===== src/rtl/serial_adder_ctrl.sv =====
// Bit-serial adder/subtractor: one full-adder slice, LSB first.
// Start accepted in IDLE or DONE; done pulses WIDTH cycles later.
module serial_adder_ctrl #(
  parameter int WIDTH = 8
) (
  input  logic             clk,
  input  logic             rst_n,
  input  logic             start,
  input  logic             sub,
  input  logic [WIDTH-1:0] op_a,
  input  logic [WIDTH-1:0] op_b,
  output logic             busy,
  output logic             done,
  output logic [WIDTH-1:0] result,
  output logic             carry_out,
  output logic             overflow
);

  localparam int IW = (WIDTH > 1) ? $clog2(WIDTH) : 1;

  typedef enum logic [1:0] {
    S_IDLE,
    S_RUN,
    S_DONE
  } state_e;

  state_e           state_q;
  logic [WIDTH-1:0] a_q;
  logic [WIDTH-1:0] b_q;
  logic [WIDTH-1:0] result_q;
  logic [IW-1:0]    idx_q;
  logic             c_q;
  logic             busy_q;
  logic             done_q;
  logic             co_q;
  logic             ov_q;

  logic in1;
  logic in2;
  logic sum_d;
  logic cout_d;
  logic last;

  // The single full-adder slice.
  assign in1    = a_q[idx_q];
  assign in2    = b_q[idx_q];
  assign sum_d  = in1 ^ in2 ^ c_q;
  assign cout_d = (in1 & in2) | (c_q & (in1 ^ in2));
  assign last   = (idx_q == IW'(WIDTH - 1));

  always_ff @(posedge clk or negedge rst_n) begin
    if (!rst_n) begin
      state_q  <= S_IDLE;
      a_q      <= '0;
      b_q      <= '0;
      result_q <= '0;
      idx_q    <= '0;
      c_q      <= 1'b0;
      busy_q   <= 1'b0;
      done_q   <= 1'b0;
      co_q     <= 1'b0;
      ov_q     <= 1'b0;
    end else begin
      done_q <= 1'b0;
      unique case (state_q)
        S_IDLE, S_DONE: begin
          if (start) begin
            a_q     <= op_a;
            b_q     <= op_b ^ {WIDTH{sub}};
            c_q     <= sub;
            idx_q   <= '0;
            busy_q  <= 1'b1;
            state_q <= S_RUN;
          end else begin
            state_q <= S_IDLE;
          end
        end
        S_RUN: begin
          result_q[idx_q] <= sum_d;
          c_q             <= cout_d;
          if (last) begin
            state_q <= S_DONE;
            busy_q  <= 1'b0;
            done_q  <= 1'b1;
            co_q    <= cout_d;
            // c_q is the carry into the MSB on this edge.
            ov_q    <= c_q ^ cout_d;
          end else begin
            idx_q <= idx_q + IW'(1);
          end
        end
        default: begin
          state_q <= S_IDLE;
          busy_q  <= 1'b0;
        end
      endcase
    end
  end

  assign busy      = busy_q;
  assign done      = done_q;
  assign result    = result_q;
  assign carry_out = co_q;
  assign overflow  = ov_q;

endmodule


===== config.mk =====
export PLATFORM = sky130hd
export DESIGN_NAME = serial_adder_ctrl
export DESIGN_NICKNAME = d
export VERILOG_FILES = /design/src/rtl/serial_adder_ctrl.sv
export SDC_FILE = /design/constraint.sdc
export NUM_CORES = 1
export LEC_CHECK = 0
export ABC_AREA = 1
export BUFFER_PORTS_ARGS = -buffer_cell sky130_fd_sc_hd__buf_4
export CAP_MARGIN = 20
export CORE_ASPECT_RATIO = 1.1
export CORE_MARGIN = 4
export CORE_UTILIZATION = 45
export CTS_BUF_LIST = sky130_fd_sc_hd__clkbuf_8
export DETAILED_ROUTE_END_ITERATION = 7
export PLACE_DENSITY = 0.64
export SLEW_MARGIN = 25
export SYNTH_ARGS = -nofsm -noshare
export SYNTH_HDL_FRONTEND = slang
export SYNTH_SLANG_ARGS = --single-unit

===== constraint.sdc =====
create_clock -name clk -period 2.4 [get_ports clk]
set_input_delay 0.36 -clock clk [delete_from_list [all_inputs] [get_ports clk]]
set_output_delay 0.36 -clock clk [all_outputs]
set_load 0.02 [all_outputs]

==> results of run 1 <==
registers in the layout, summed over array words and instances, names as in the netlist:
name / flops
carry_out: 1
b_q: 8
a_q: 8
idx_q: 3
busy: 1
result: 8
overflow: 1
c_q: 1
state_q: 2
done: 1
cell type report:
class / count / area share, %
tap: 50 / 2.999
inverter: 25 / 4.499
clock inverter: 2 / 0.4199
clock buffer: 6 / 3.959
sequential: 34 / 40.79
timing repair buffer: 33 / 11.88
multi-input combinational: 148 / 35.45
power groups by stage:
stage,Clock (mW),Sequential [mW],Combinational [mW]
2_1_floorplan,0,1.08,0.940
3_3_place_gp,0,0.989,1.43
3_5_place_dp,0,0.997,1.44
4_1_cts,0.443,0.988,1.44
5_1_grt,0.467,1.02,1.61
6_report,0.428,0.985,1.41
metrics by stage:
step                setup WS, ps  power [mW]
finish                     429.4       2.828
global route               253.4       3.100
CTS                        415.3       2.873
detailed placement         425.4       2.436
global placement           423.1       2.415
floorplan                  580.9       2.015
critical path, stage by stage, from the launching register on:
cell and delay, ps:
dfrtp_1 430, nor2_1 370, nand3_1 130, nand2_1 80
inv_1 40, nand2_1 80, fa_1 540, nand3_1 130
nand2_1 60
cells by family after synthesis:
logic type               Yosys count  share of synthesized area, %
adder cells (fa/ha/maj)            3                         2.612
flip-flops                        34                         49.35
XOR/XNOR                           9                         4.572
AO/OA/AOI/OAI                     17                         6.023
buffers and inverters             31                         7.764
AND/OR/NAND/NOR                  119                         29.68
worst max-delay path by stage:
stage | end | slack (ps)
after floorplan | result[0] | 580
after global placement | result[2] | 420
after detailed placement | result[5] | 430
after CTS | result[5] | 420
after global routing | result[7] | 250
final | result[5] | 430
routing by layer:
metal	share of wire [%]	global-route usage [%]	wire length (um)	up-vias
li1	-	-	-	720
met2	47	25.98	1520	33
met3	5.9	5.085	192	5
met1	46	18.77	1490	599
met5	0	0	0	-
met4	1.9	7.658	61	0
synthesized netlist by cell type, types with 2 or more instances:
| master | instances |
|---|---|
| xnor2_1 | 8 |
| ha_1 | 2 |
| nand2_4 | 2 |
| buf_4 | 2 |
| buf_2 | 2 |
| inv_2 | 2 |
| o21ai_2 | 5 |
| nor2_1 | 8 |
| nand3_1 | 15 |
| inv_1 | 22 |
| dfrtp_1 | 34 |
| nand4_1 | 2 |
| o21ai_0 | 12 |
| nand2_1 | 89 |
==> metrics, run 1 <==
RR Startpoint idx_q[2]; syn_area_per_cell 8.095 um2; CTS tree built; endpoints failing setup 0; die width 67.02 um; post-synthesis cell area 0.001724 mm2; cell internal pwr 1.603 mW; chip height 72.92 um; total die area 0.004887 mm2; largest net degree at the start of global routing 35; ys async rst share 100.0%; final core occ 56.62%; Clock Skew 4.336 ps; Slew @ Worst Pin 440.0 ps; minimum clock period 1971 ps; DR pass1 iterations 4; Cells after Synth 213; Net Count, Synth 236; Area growth syn-to-layout 20.97%; ranking of synthesized cells by area dfrtp_1, nand2_1, inv_1; RSZ-0062 raised after global routing false; Max Fclk 507.5 MHz; area of the multi-input gates 739.5 um2; WS Path Type reg -> reg; number of buffers created by CTS 5; Psw 1.225 mW; number of global-route vias before repair 1352; Synth Flop Type dfrtp_1; total congestion overflow 0; Seq. cell area 850.8 um2; Reg power frac 34.8%; Cell Area, Placed 0.001994 mm2; DRT antenna net count 0; Leak 1.130 nW; drt first-iter violations 56; Rel. slew slack 70.67%; commonest non-fill, non-tap cell in the layout nand2_1; fill count 372; clk root buf clkbuf_8; endpoints failing hold 0; Pwr Density 1356 mW/mm2; Slew Viols, Final 0; DR WL/cell 10.96 um; Layout Cells excl Fill 298; routability cong. 0.7825; vias per std cell 4.554; drt total wl 3.265 mm; CTS H-Tree Depth 2; Logic pwr share 50.0%; Tot GR Track Use 15.91%; outcome finished, final reports clean; Worst Path Max Fanout 8; antenna cell count 0; CP endpoint kind register; dpl hpwl 2.372 mm; # DRC 0; Seq cells post-synth 34; Worst Setup SP idx_q[2]; core box area 0.003684 mm2; initial antenna violation count 0; Sink Count 34; Worst-Skew Late Latency 290 ps; post-CTS setup buffer count 0; R2R Path End result[5]; area leader, netlist dfrtp_1; count of different cell masters after synthesis 22; Fin Setup TNS 0 ps; Clock power frac 15.1%; Clock transition at path regs 70 ps; commonest non-fill, non-tap cells in the layout nand2_1, dfrtp_1, buf_4; Switching Share 43.31%; CP required 2580 ps; I/O Pins 32; starting density of the core 46.81%; Tcrit/Tclk final 82.11%; first-pass GRT wire length 5.740 mm; register area share after synthesis 49.35%; R2R setup slack 430 ps; design area 0.002086 mm2; r2r worst-path depth 8; Startpoint Class register; Worst VDD drop 0.0005359 V; via count 1357; hold slack final 15.01 ps; CP arrival 2150 ps; hold crit path type in -> async; placed insts 290; std cell rows 23; yosys warns 0; Max Cap Viol 0; I/O Buffers 31; layout cell share with drive strength beyond 1 20.97%; fin nets 270; EDFF count, synth 0; CTS resizes 0; count of hold buffers inserted by post-cts repair 0; CTS Buffer Depth 2; post-synth top area share 49.35%
(Power assumes the default switching activity.)
==> inputs of run 2 (changes only) <==
clock period = 1.9 ns   (was 2.4 ns; I/O delays follow)
==> run 2 against run 1 <==
Against the previous run:
- routed wire length barely moved
- largest cell class unchanged
- core utilization is 1.2 points higher
- hold slack better by 180 ps
- combinational power grew 33%
==> metrics, run 2 (synthesized netlist as in run 1, its figures left out) <==
drt total wl 3.264 mm (was 3.265 mm); Power, Total 3.616 mW (was 2.828 mW); std cell rows 23 (unchanged); I/O Buffers 31 (unchanged); Area growth syn-to-layout 23.51% (was 20.97%); placed insts 293 (was 290); endpoints failing hold 0 (unchanged); Max Fclk 545.2 MHz (was 507.5 MHz); total congestion overflow 0 (unchanged); Tot GR Track Use 15.28% (was 15.91%); r2r worst-path depth 9 (was 8); Layout Cells excl Fill 303 (was 298); layout cell share with drive strength beyond 1 23.32% (was 20.97%); Clock Skew 3.945 ps (was 4.336 ps); Startpoint Class register (unchanged); via count 1380 (was 1357); CP endpoint kind register (unchanged); R2R Path End result[2] (was result[5]); routability cong. 0.8014 (was 0.7825); drt first-iter violations 48 (was 56); # DRC 0 (unchanged); R2R setup slack 70 ps (was 430 ps); CTS Buffer Depth 2 (unchanged); RR Startpoint idx_q[0] (was idx_q[2]); Pwr Density 1698 mW/mm2 (was 1356 mW/mm2); core box area 0.003684 mm2 (unchanged); Reg power frac 34.8% (about the same); Switching Share 42.81% (was 43.31%); CTS H-Tree Depth 2 (unchanged); vias per std cell 4.554 (about the same); initial antenna violation count 0 (unchanged); crit path to result[2] (was result[5]); WS Path Type reg -> reg (unchanged); Psw 1.548 mW (was 1.225 mW); starting density of the core 46.81% (unchanged); CTS tree built (unchanged); outcome finished, final reports clean (unchanged); CP required 2130 ps (was 2580 ps); Worst VDD drop 0.0006689 V (was 0.0005359 V); Slew @ Worst Pin 437.0 ps (was 440.0 ps); total die area 0.004887 mm2 (unchanged); minimum clock period 1834 ps (was 1971 ps); commonest non-fill, non-tap cell in the layout nand2_1 (unchanged); DRT antenna net count 0 (unchanged); fin nets 276 (was 270); Clock power frac 13.3% (was 15.1%); dpl hpwl 2.348 mm (was 2.372 mm); DR WL/cell 10.77 um (was 10.96 um); number of global-route vias before repair 1267 (was 1352); Rel. slew slack 70.87% (was 70.67%); Worst Path Max Fanout 11 (was 8); fill count 383 (was 372); chip height 72.92 um (unchanged); I/O Pins 32 (unchanged); first-pass GRT wire length 5.595 mm (was 5.740 mm); RSZ-0062 raised after global routing true (was false); antenna cell count 0 (unchanged); largest net degree at the start of global routing 35 (unchanged); Hold Crit Start op_a[7]; DR pass1 iterations 4 (unchanged); number of buffers created by CTS 5 (unchanged); Sink Count 34 (unchanged); Max Cap Viol 0 (unchanged); Worst-Skew Late Latency 280 ps (was 290 ps); hold crit path type in -> reg (was in -> async); area of the multi-input gates 747.0 um2 (was 739.5 um2); die width 67.02 um (unchanged); endpoints failing setup 0 (unchanged); Logic pwr share 51.9% (was 50.0%); Worst Setup SP idx_q[0] (was idx_q[2]); Tcrit/Tclk final 96.54% (was 82.11%); Slew Viols, Final 0 (unchanged); Leak 1.150 nW (was 1.130 nW); cell internal pwr 2.068 mW (was 1.603 mW); Clock transition at path regs 60 ps (was 70 ps); commonest non-fill, non-tap cells in the layout nand2_1, buf_4, dfrtp_1 (was nand2_1, dfrtp_1, buf_4); CP arrival 2060 ps (was 2150 ps); Seq. cell area 850.8 um2 (unchanged); clk root buf clkbuf_8 (unchanged)
run 2: power groups by stage:
stage | Clock (mW) | Combinational (mW) | Sequential, mW
after floorplan | 0 | 1.19 | 1.36
after global placement | 0 | 1.82 | 1.25
after detailed placement | 0 | 1.84 | 1.26
after CTS | 0.494 | 1.85 | 1.25
after global routing | 0.529 | 2.14 | 1.30
final | 0.482 | 1.88 | 1.26
run 2: worst min-delay path by stage:
stage                         to  depth (start not counted)
after CTS                 a_q[7]                          3
final                     a_q[7]                          3
after global routing      a_q[7]                          3
after floorplan           a_q[0]                          0
after global placement      done                          1
after detailed placement    done                          1
run 2: critical path, cell delays in order (launching register included):
cell     delay, ps
dfrtp_1        390
buf_4          230
nand2_1         90
nand3_1         80
nand2_1         60
inv_1           50
nand2_1         70
fa_2           620
nand3_1        110
nand2_1         80
run 2: layer usage:
metal / up-vias / GRT usage [%] / part of all wire, %
li1: 734 / - / -
met1: 615 / 19.50 / 46
met2: 25 / 24.13 / 47
met3: 6 / 3.698 / 5.3
met4: 0 / 7.432 / 1.4
met5: - / 0 / 0
run 2: final cells by class:
| class | instances | share of cell area [%] |
|---|---|---|
| inverter | 25 | 4.583 |
| sequential | 34 | 39.95 |
| clock buffer | 5 | 3.231 |
| multi-input combinational | 148 | 35.08 |
| clock inverter | 2 | 0.3525 |
| tap | 50 | 2.938 |
| timing repair buffer | 39 | 13.87 |
run 2: through the flow:
stage	area [um2]	util (%)	TNS (ps)	hold slack, ps	setup WS, ps
6_report	2130	57.81	0	191.5	65.79
5_1_grt	2130	57.81	-213.7	188.8	-55.50
4_1_cts	2103	57.10	0	188.6	19.53
3_5_place_dp	2017	54.76	0	258.9	33.28
3_3_place_gp	2017	54.76	0	260.2	72.13
2_1_floorplan	1724	-	0	-10.59	80.86
run 2: repair_timing:
item                                    CTS  global route
endpoints found under the setup margin    0             9
endpoints found under the hold margin    34             0
hold buffers                              1             0
buffers inserted                          0             2
gates resized for setup                   0             4
